### src/rtl/instr_exec_sequencer.sv
// instr_exec_sequencer
// Walks an inclusive, wrap-around address range of the instruction register. For each entry it
// fetches {opcode, op_a, op_b} and issues it to the shared signed ALU over a valid/ready
// handshake. The low 32 bits of the result are written back to the same entry. Divide-by-zero
// and illegal opcodes are screened without using the ALU. Each ALU wait is bounded by TIMEOUT.
//
// Opcode map: 0 ADD, 1 SUB, 2 MULT, 3 DIV, 4 MOD, 5 AND, 6 OR, 7 XOR; 8..15 are illegal.
//
// Ports:
//   clk, reset                  rising-edge clock, synchronous active-high reset
//   start, abort                run request (IDLE only) / synchronous abort (non-IDLE only)
//   first_addr, last_addr       inclusive range bounds, latched on accepted start
//   busy, done, exec_count      run status
//   flag_div0/ill/ovf/tmo       sticky status, cleared on accepted start or reset
//   rd_addr, rd_opc/op_a/op_b   instruction register read; data valid the following cycle
//   alu_valid/ready/opc/a/b     ALU issue handshake
//   alu_res_valid, alu_result   ALU result return (64-bit signed)
//   wr_en, wr_addr, wr_result   result write-back
module instr_exec_sequencer #(
  parameter int unsigned TIMEOUT = 16
) (
  input  logic        clk,
  input  logic        reset,
  input  logic        start,
  input  logic        abort,
  input  logic [4:0]  first_addr,
  input  logic [4:0]  last_addr,
  output logic        busy,
  output logic        done,
  output logic [5:0]  exec_count,
  output logic        flag_div0,
  output logic        flag_ill,
  output logic        flag_ovf,
  output logic        flag_tmo,
  output logic [4:0]  rd_addr,
  input  logic [3:0]  rd_opc,
  input  logic [31:0] rd_op_a,
  input  logic [31:0] rd_op_b,
  output logic        alu_valid,
  input  logic        alu_ready,
  output logic [3:0]  alu_opc,
  output logic [31:0] alu_a,
  output logic [31:0] alu_b,
  input  logic        alu_res_valid,
  input  logic [63:0] alu_result,
  output logic        wr_en,
  output logic [4:0]  wr_addr,
  output logic [31:0] wr_result
);

  localparam logic [2:0] StIdle  = 3'd0;
  localparam logic [2:0] StFetch = 3'd1;
  localparam logic [2:0] StCheck = 3'd2;
  localparam logic [2:0] StIssue = 3'd3;
  localparam logic [2:0] StWait  = 3'd4;
  localparam logic [2:0] StWrite = 3'd5;
  localparam logic [2:0] StDone  = 3'd6;

  localparam logic [3:0] OpDiv = 4'd3;
  localparam logic [3:0] OpMod = 4'd4;
  localparam logic [7:0] TmoLimit = 8'(TIMEOUT);

  logic [2:0]  state_q, state_d;
  logic [4:0]  cur_q, cur_d, end_q, end_d;
  logic [5:0]  cnt_q, cnt_d;
  logic        div0_q, div0_d, ill_q, ill_d, ovf_q, ovf_d, tmo_q, tmo_d;
  logic [3:0]  opc_q, opc_d;
  logic [31:0] a_q, a_d, b_q, b_d, res_q, res_d;
  logic [7:0]  tmo_cnt_q, tmo_cnt_d;
  logic        res_fits;

  // Representable as signed 32-bit only if bits 63..31 are all copies of the sign.
  assign res_fits = (&alu_result[63:31]) || !(|alu_result[63:31]);

  always_comb begin
    state_d   = state_q;
    cur_d     = cur_q;
    end_d     = end_q;
    cnt_d     = cnt_q;
    div0_d    = div0_q;
    ill_d     = ill_q;
    ovf_d     = ovf_q;
    tmo_d     = tmo_q;
    opc_d     = opc_q;
    a_d       = a_q;
    b_d       = b_q;
    res_d     = res_q;
    tmo_cnt_d = tmo_cnt_q;

    if (abort && (state_q != StIdle)) begin
      state_d = StIdle;
    end else begin
      case (state_q)
        StIdle: begin
          if (start) begin
            cur_d   = first_addr;
            end_d   = last_addr;
            cnt_d   = '0;
            div0_d  = 1'b0;
            ill_d   = 1'b0;
            ovf_d   = 1'b0;
            tmo_d   = 1'b0;
            state_d = StFetch;
          end
        end
        StFetch: state_d = StCheck;
        StCheck: begin
          opc_d = rd_opc;
          a_d   = rd_op_a;
          b_d   = rd_op_b;
          if (rd_opc[3]) begin
            ill_d   = 1'b1;
            res_d   = '0;
            state_d = StWrite;
          end else if (((rd_opc == OpDiv) || (rd_opc == OpMod)) && (rd_op_b == '0)) begin
            div0_d  = 1'b1;
            res_d   = '0;
            state_d = StWrite;
          end else begin
            state_d = StIssue;
          end
        end
        StIssue: begin
          if (alu_ready) begin
            tmo_cnt_d = '0;
            state_d   = StWait;
          end
        end
        StWait: begin
          if (alu_res_valid) begin
            res_d = alu_result[31:0];
            if (!res_fits) ovf_d = 1'b1;
            state_d = StWrite;
          end else if (tmo_cnt_q == TmoLimit) begin
            tmo_d   = 1'b1;
            res_d   = '0;
            state_d = StWrite;
          end else begin
            tmo_cnt_d = tmo_cnt_q + 8'd1;
          end
        end
        StWrite: begin
          if (cur_q == end_q) begin
            state_d = StDone;
          end else begin
            cur_d   = cur_q + 5'd1;  // 31 wraps to 0
            state_d = StFetch;
          end
        end
        StDone:  state_d = StIdle;
        default: state_d = StIdle;
      endcase
    end

    // wr_en is already high during WRITE, so the write is counted even if abort arrives with it.
    if (state_q == StWrite) cnt_d = cnt_q + 6'd1;
  end

  always_ff @(posedge clk) begin
    if (reset) begin
      state_q   <= StIdle;
      cur_q     <= '0;
      end_q     <= '0;
      cnt_q     <= '0;
      div0_q    <= 1'b0;
      ill_q     <= 1'b0;
      ovf_q     <= 1'b0;
      tmo_q     <= 1'b0;
      opc_q     <= '0;
      a_q       <= '0;
      b_q       <= '0;
      res_q     <= '0;
      tmo_cnt_q <= '0;
    end else begin
      state_q   <= state_d;
      cur_q     <= cur_d;
      end_q     <= end_d;
      cnt_q     <= cnt_d;
      div0_q    <= div0_d;
      ill_q     <= ill_d;
      ovf_q     <= ovf_d;
      tmo_q     <= tmo_d;
      opc_q     <= opc_d;
      a_q       <= a_d;
      b_q       <= b_d;
      res_q     <= res_d;
      tmo_cnt_q <= tmo_cnt_d;
    end
  end

  assign busy       = (state_q != StIdle);
  assign done       = (state_q == StDone);
  assign exec_count = cnt_q;
  assign flag_div0  = div0_q;
  assign flag_ill   = ill_q;
  assign flag_ovf   = ovf_q;
  assign flag_tmo   = tmo_q;
  assign rd_addr    = cur_q;
  assign alu_valid  = (state_q == StIssue);
  assign alu_opc    = opc_q;
  assign alu_a      = a_q;
  assign alu_b      = b_q;
  assign wr_en      = (state_q == StWrite);
  assign wr_addr    = cur_q;
  assign wr_result  = res_q;

endmodule

### config.mk
export PLATFORM = sky130hd
export DESIGN_NAME = instr_exec_sequencer
export DESIGN_NICKNAME = d
export VERILOG_FILES = /design/src/rtl/instr_exec_sequencer.sv
export SDC_FILE = /design/constraint.sdc
export NUM_CORES = 1
export LEC_CHECK = 0
export ABC_AREA = 0
export CAP_MARGIN = 20
export CORE_MARGIN = 2
export CORE_UTILIZATION = 44
export DETAILED_ROUTE_END_ITERATION = 12
export GPL_TIMING_DRIVEN = 0
export PLACE_DENSITY = 0.86
export RECOVER_POWER = 100
export SLEW_MARGIN = 20
export SYNTH_ARGS = -nofsm -noshare
export SYNTH_HDL_FRONTEND = slang
export SYNTH_SLANG_ARGS = --single-unit
export TNS_END_PERCENT = 20
### constraint.sdc
create_clock -name clk -period 3.1 [get_ports clk]
set_clock_uncertainty 0.15 [all_clocks]
set_input_delay 0.62 -clock clk [delete_from_list [all_inputs] [get_ports clk]]
set_output_delay 0.62 -clock clk [all_outputs]
set_load 0.05 [all_outputs]
* After elaboration in Yosys (flattened, before gate mapping)
Index checks and enable logic that the tools add are counted.
** Word-level totals
- Register bits after elaboration :: 131
- Bits of input ports :: 148
- Output and inout port bits :: 124
- Word-level logic and storage cells :: 105
** Cells by class
- Add/sub/neg operators :: 3
- Equality and inequality tests :: 24
- Multiplexer cells :: 36
- Bitwise gates (word level) :: 1
- Reduce and logical (&&, ||, !) cells :: 28
** Operators by type and width (count)
- 32-bit two-way mux :: 4
- 32-bit case mux with 2 select lines :: 1
- 33-bit AND reduction :: 1
- 33-bit OR reduction :: 1
- 32-bit logical NOT :: 1
- 6-bit two-way mux :: 4
- 8-bit two-way mux :: 3
- 2-bit inequality test (second input constant) :: 11
- 3-bit two-way mux :: 7
- 5-bit AND reduction :: 4
- 3-bit case mux with 6 select lines :: 1
- 8-bit case mux with 2 select lines :: 1
- 4-bit AND reduction :: 3
- 2-bit nonzero test :: 6
- 5-bit two-way mux :: 2
- 5-bit case mux with 2 select lines :: 1
- 3-bit equality test (second input constant) :: 3
- 3-bit AND reduction :: 3
- 8-bit by 1-bit adder with 8-bit output (second input constant) :: 1
- 8-bit by 5-bit equality test with 1-bit output (second input constant) :: 1
- 1-bit two-way mux :: 8
- 1-bit case mux with 2 select lines :: 4
- 6-bit by 1-bit adder with 6-bit output (second input constant) :: 1
- 3-bit by 2-bit equality test with 1-bit output (second input constant) :: 2
- other kinds (15) :: 18

* Depth between registers and ports, before layout
Gate-level depths: netlist of the first run.
- Depth in word-level cells :: 6
- Gate-level depth with buffers :: 8
- Gate-level depth less buffers :: 7

* Worst setup path after synthesis of the first run
OpenSTA, ideal clock, no wires.
- Kind :: input to register
- Start point :: input port rd_op_b[1]
- End point :: register res_q[0] (netlist: wr_result[0])
- Setup time :: 0.117 ns
- Arrival :: 1.879 ns
- Data required time :: 2.833 ns
- Setup slack :: 0.953 ns
- Stages on the path :: 7
- Path buffers :: 2
- Cell sequence :: nor4_1 > nand4_1 > or4_1 > clkbuf_2 > buf_6 > nand3_1 > nand2_1
** On the way
- Longest elaborated chain between the ends :: 4
** Ends and longest elaborated chain
- start: declaration :: line 38 : input logic [31:0] rd_op_b,
- 32-bit logical NOT :: line 115 : end else if (((rd_opc == OpDiv) || (rd_opc == OpMod)) && (rd_op_b == '0)) begin
- 1-bit logical AND :: line 115
- 3-bit inequality test (no line)
- 4-bit AND reduction (no line)
- end signal: assignment :: line 186 : res_q <= res_d;
- end: declaration :: line 68 : logic [31:0] a_q, a_d, b_q, b_d, res_q, res_d;
No other way between the ends.
A chain may end at the register's enable or synchronous reset.

* Worst setup path after layout of the first run
- Start point :: register state_q[2]
- End point :: output port wr_en
** On the way
- Longest elaborated chain between the ends :: 1
** Ends and longest elaborated chain
- start: declaration :: line 63 : logic [2:0] state_q, state_d;
- start signal: assignment :: line 161 : state_q <= StIdle;
- start signal: assignment :: line 175 : state_q <= state_d;
- 3-bit equality test :: line 203 : assign wr_en = (state_q == StWrite);
- end: declaration :: line 46 : output logic wr_en,
No other way between the ends.

==> results_dict.tcl, run 1 <==
set metrics [dict create \
    clockBufferDepth 2 \
    synth-simple-area-share_pct 30.2 \
    syn-cell-area_sq_um 5720 \
    yosysWarningCount 0 \
    netlist_instances 728 \
    cts_tree "built" \
    synth_seq_area_share_pct 45.9 \
    ys_types 55 \
    yosys.area.top_type "dfxtp_1" \
    synth_ff_type "dfxtp_1" \
    max_freq_mhz 333 \
    path_class "flop to output pin" \
    grt_pass1_vias 6334 \
    arrival_ps 2230 \
    core_area_sq_um 12700 \
    design_area_sq_um 9230 \
    cts_resized 0 \
    post-route-drc-count 0 \
    cts_max_level 4 \
    postCtsHoldBufs 0 \
    drv_cap 0 \
    syn_nets 880 \
    r2r_cells 8 \
    synth_fa_ha_area_share_pct 0.876 \
    muxShareOfSynthArea_pct 0.372 \
    dieWidth_um 118 \
    power_density_nw_per_um2 550 \
    required_ps 2330 \
    gp_congestion 0.855 \
    avgSynthCellArea_sq_um 7.85 \
    drive_gt1_share_pct 5.44 \
    rows 41 \
    crit_fanout 10 \
    grt_pass1_wl_um 31300 \
    finalSetupTns_ps 0 \
    track_usage_pct 28.0 \
    dieArea_sq_um 13900 \
    wl_um 19700 \
    numCtsBuffers 17 \
    synth_edf_count 0 \
    whs_path_depth 2 \
    io_pins 272 \
    antenna_found_initial 0 \
    holdWs_ps 301 \
    synthToLayoutAreaGrowth_pct 61.4 \
    antenna_left 0 \
    synthArstFlopShare_pct 0 \
    drt_first_pass_iters 7 \
    insertion_delay_ps 420 \
    critPathCaptureType "output pin" \
    cts.sinks 131 \
    place_area_sq_um 8630 \
    finalCritPeriodShare_pct 96.8 \
    grt_max_degree 17 \
    dr.first_iter.drc_count 480 \
    clkTransAtPathRegs_ps 60 \
    start_util_pct 45.1 \
    vias 6486 \
    setup_violations 0 \
    crit_path_start_kind "flop" \
    status "finished clean" \
    synth.top_cell.area_share_pct 45.9 \
    fin_crit_ps 3000 \
    grt-ovfl-total 0 \
    report.final.slew_viol_count 0 \
    synth_xor_area_share_pct 1.07 \
    synth-seq-cells 131 \
    vias_per_cell 5.40 \
    cts_setup_buffers 0 \
    holdCritPathClass "flop to flop" \
    nNetsFinal 1169 \
    avgRoutedWirePerCell_um 16.4 \
    diodes 0 \
    ir_worst_vdd_mv 0.454 \
    synth_top_family_by_area "simple AND/OR/NAND/NOR gates" \
    portBuffers 270 \
    finalPower_mw 5.08 \
    hold_viol 0 \
    slew_headroom_pct 24.5 \
    synth_compound_area_share_pct 16.5 \
    hpwlAfterDp_um 14700 \
    rsz0062_at_grt "false" \
    cts_root_buf "clkbuf_16" \
    tightestPinTransition_ps 1120 \
    die_h_um 118 \
    p_leak_nw 3.75 \
    synth.top_cells.by_area "dfxtp_1 (46%), nand2_1 (13%), a21oi_1 (8.1%), a22oi_1 (4.2%), nand3_1 (3.9%)" \
]
[power breakdown]
group	switching [mW]	leakage [nW]	internal, mW
logic	0.704	2.39	0.424
registers	0.0612	1.06	1.76
clock network	0.720	0.307	1.41
[cell usage after synthesis, types with 3 or more instances]
| master | n |
|---|---|
| or4_1 | 3 |
| a22oi_1 | 32 |
| buf_6 | 3 |
| inv_1 | 6 |
| nand2b_1 | 3 |
| nor2b_1 | 33 |
| nand2_1 | 193 |
| o21ai_1 | 3 |
| or3_1 | 8 |
| nor3_1 | 9 |
| nor4_1 | 14 |
| a31oi_1 | 3 |
| clkbuf_1 | 30 |
| nand4_1 | 13 |
| a21o_1 | 3 |
| o21ai_0 | 12 |
| or2_2 | 3 |
| ha_1 | 4 |
| buf_4 | 6 |
| xnor2_1 | 6 |
| buf_1 | 6 |
| nor3b_1 | 4 |
| and2_1 | 5 |
| a21oi_1 | 93 |
| dfxtp_1 | 131 |
| nor2_1 | 17 |
| nand3_1 | 45 |
| buf_2 | 9 |
[kinds of logic after synthesis]
kind of cell | Yosys count
AND/OR/NAND/NOR | 363
AO/OA/AOI/OAI | 159
multiplexers | 2
buffers and inverters | 62
adder cells (fa/ha/maj) | 4
XOR/XNOR | 7
flip-flops | 131
[area by class of cell]
cell class | count | area, sq um
multi-input cells | 535 | 2790
inverters | 7 | 26.3
flip-flops and latches | 131 | 2620
clock inverters | 9 | 151
repair buffers | 270 | 2700
well taps | 172 | 215
plain buffers | 55 | 243
fillers | 953 | 3450
clock buffers | 23 | 478
[per-stage QoR]
step / instances / utilization, % / setup WS [ps]
global placement: 1170 / 68.1 / 40.4
CTS: 1202 / 73.1 / 122
finish: 1202 / 72.8 / 99.1
floorplan: 728 / - / 953
detailed placement: 1170 / 68.1 / 29.2
global route: 1202 / 72.8 / 48.0
[sequential cells by signal, summed over array words and instances, names as in the netlist]
| signal | count |
|---|---|
| alu_a | 32 |
| alu_b | 32 |
| alu_opc | 4 |
| end_q | 5 |
| exec_count | 6 |
| flag_div0 | 1 |
| flag_ill | 1 |
| flag_ovf | 1 |
| flag_tmo | 1 |
| rd_addr | 5 |
| state_q | 3 |
| tmo_cnt_q | 8 |
| wr_result | 32 |
[worst max-delay path: stages (launching register included)]
cell and delay [ps]:
dfxtp_1 340, buf_4 190, nand3b_2 160, inv_2 190
dlygate4sd3_1 930
[path summary, 6_finish.rpt]
check,startpoint,to,slack (ps)
min reg2reg,alu_a[22]$_SDFFE_PP0P_,alu_a[22]$_SDFFE_PP0P_,300
max reg2reg,tmo_cnt_q[0]$_SDFFE_PP0P_,wr_result[29]$_SDFFE_PP0P_,710
max,state_q[2]$_SDFFE_PP0P_,wr_en,100
min,alu_a[22]$_SDFFE_PP0P_,alu_a[22]$_SDFFE_PP0P_,300
[placed cells by master, fill, tap and decap left out, types with 6 or more instances in the layout]
cell type	Yosys	final
clkbuf_16	0	17
o21ai_0	12	12
nor3_1	9	9
xnor2_1	6	6
clkdlybuf4s50_1	0	144
buf_2	9	7
buf_4	6	6
or3_1	8	8
a22oi_1	32	32
nor4_1	14	14
nand2_1	193	193
nor2_1	17	17
clkbuf_1	30	37
a21oi_1	93	93
inv_1	6	6
dlygate4sd3_1	0	126
nand3_1	45	45
nand4_1	13	13
dfxtp_1	131	131
nor2b_1	33	33
[routing by layer]
layer	up-vias	track usage [%]	wire, um
met5	-	0	0
met4	0	12.0	632
met3	47	9.25	1770
met2	305	50.3	9820
met1	3030	29.9	7510
li1	3104	-	-
No activity file was read; power rests on OpenSTA's default activity.
==> inputs of run 2 (changes only) <==
--- a/config.mk
+++ b/config.mk
@@ -6,6 +6,7 @@
 export NUM_CORES = 1
 export LEC_CHECK = 0
 export ABC_AREA = 0
+export ABC_CLOCK_PERIOD_IN_PS = 3100
 export CAP_MARGIN = 20
 export CORE_MARGIN = 2
 export CORE_UTILIZATION = 44
==> results of run 2 <==
No change in the layout: final DEF, timing and power equal those of run 1.
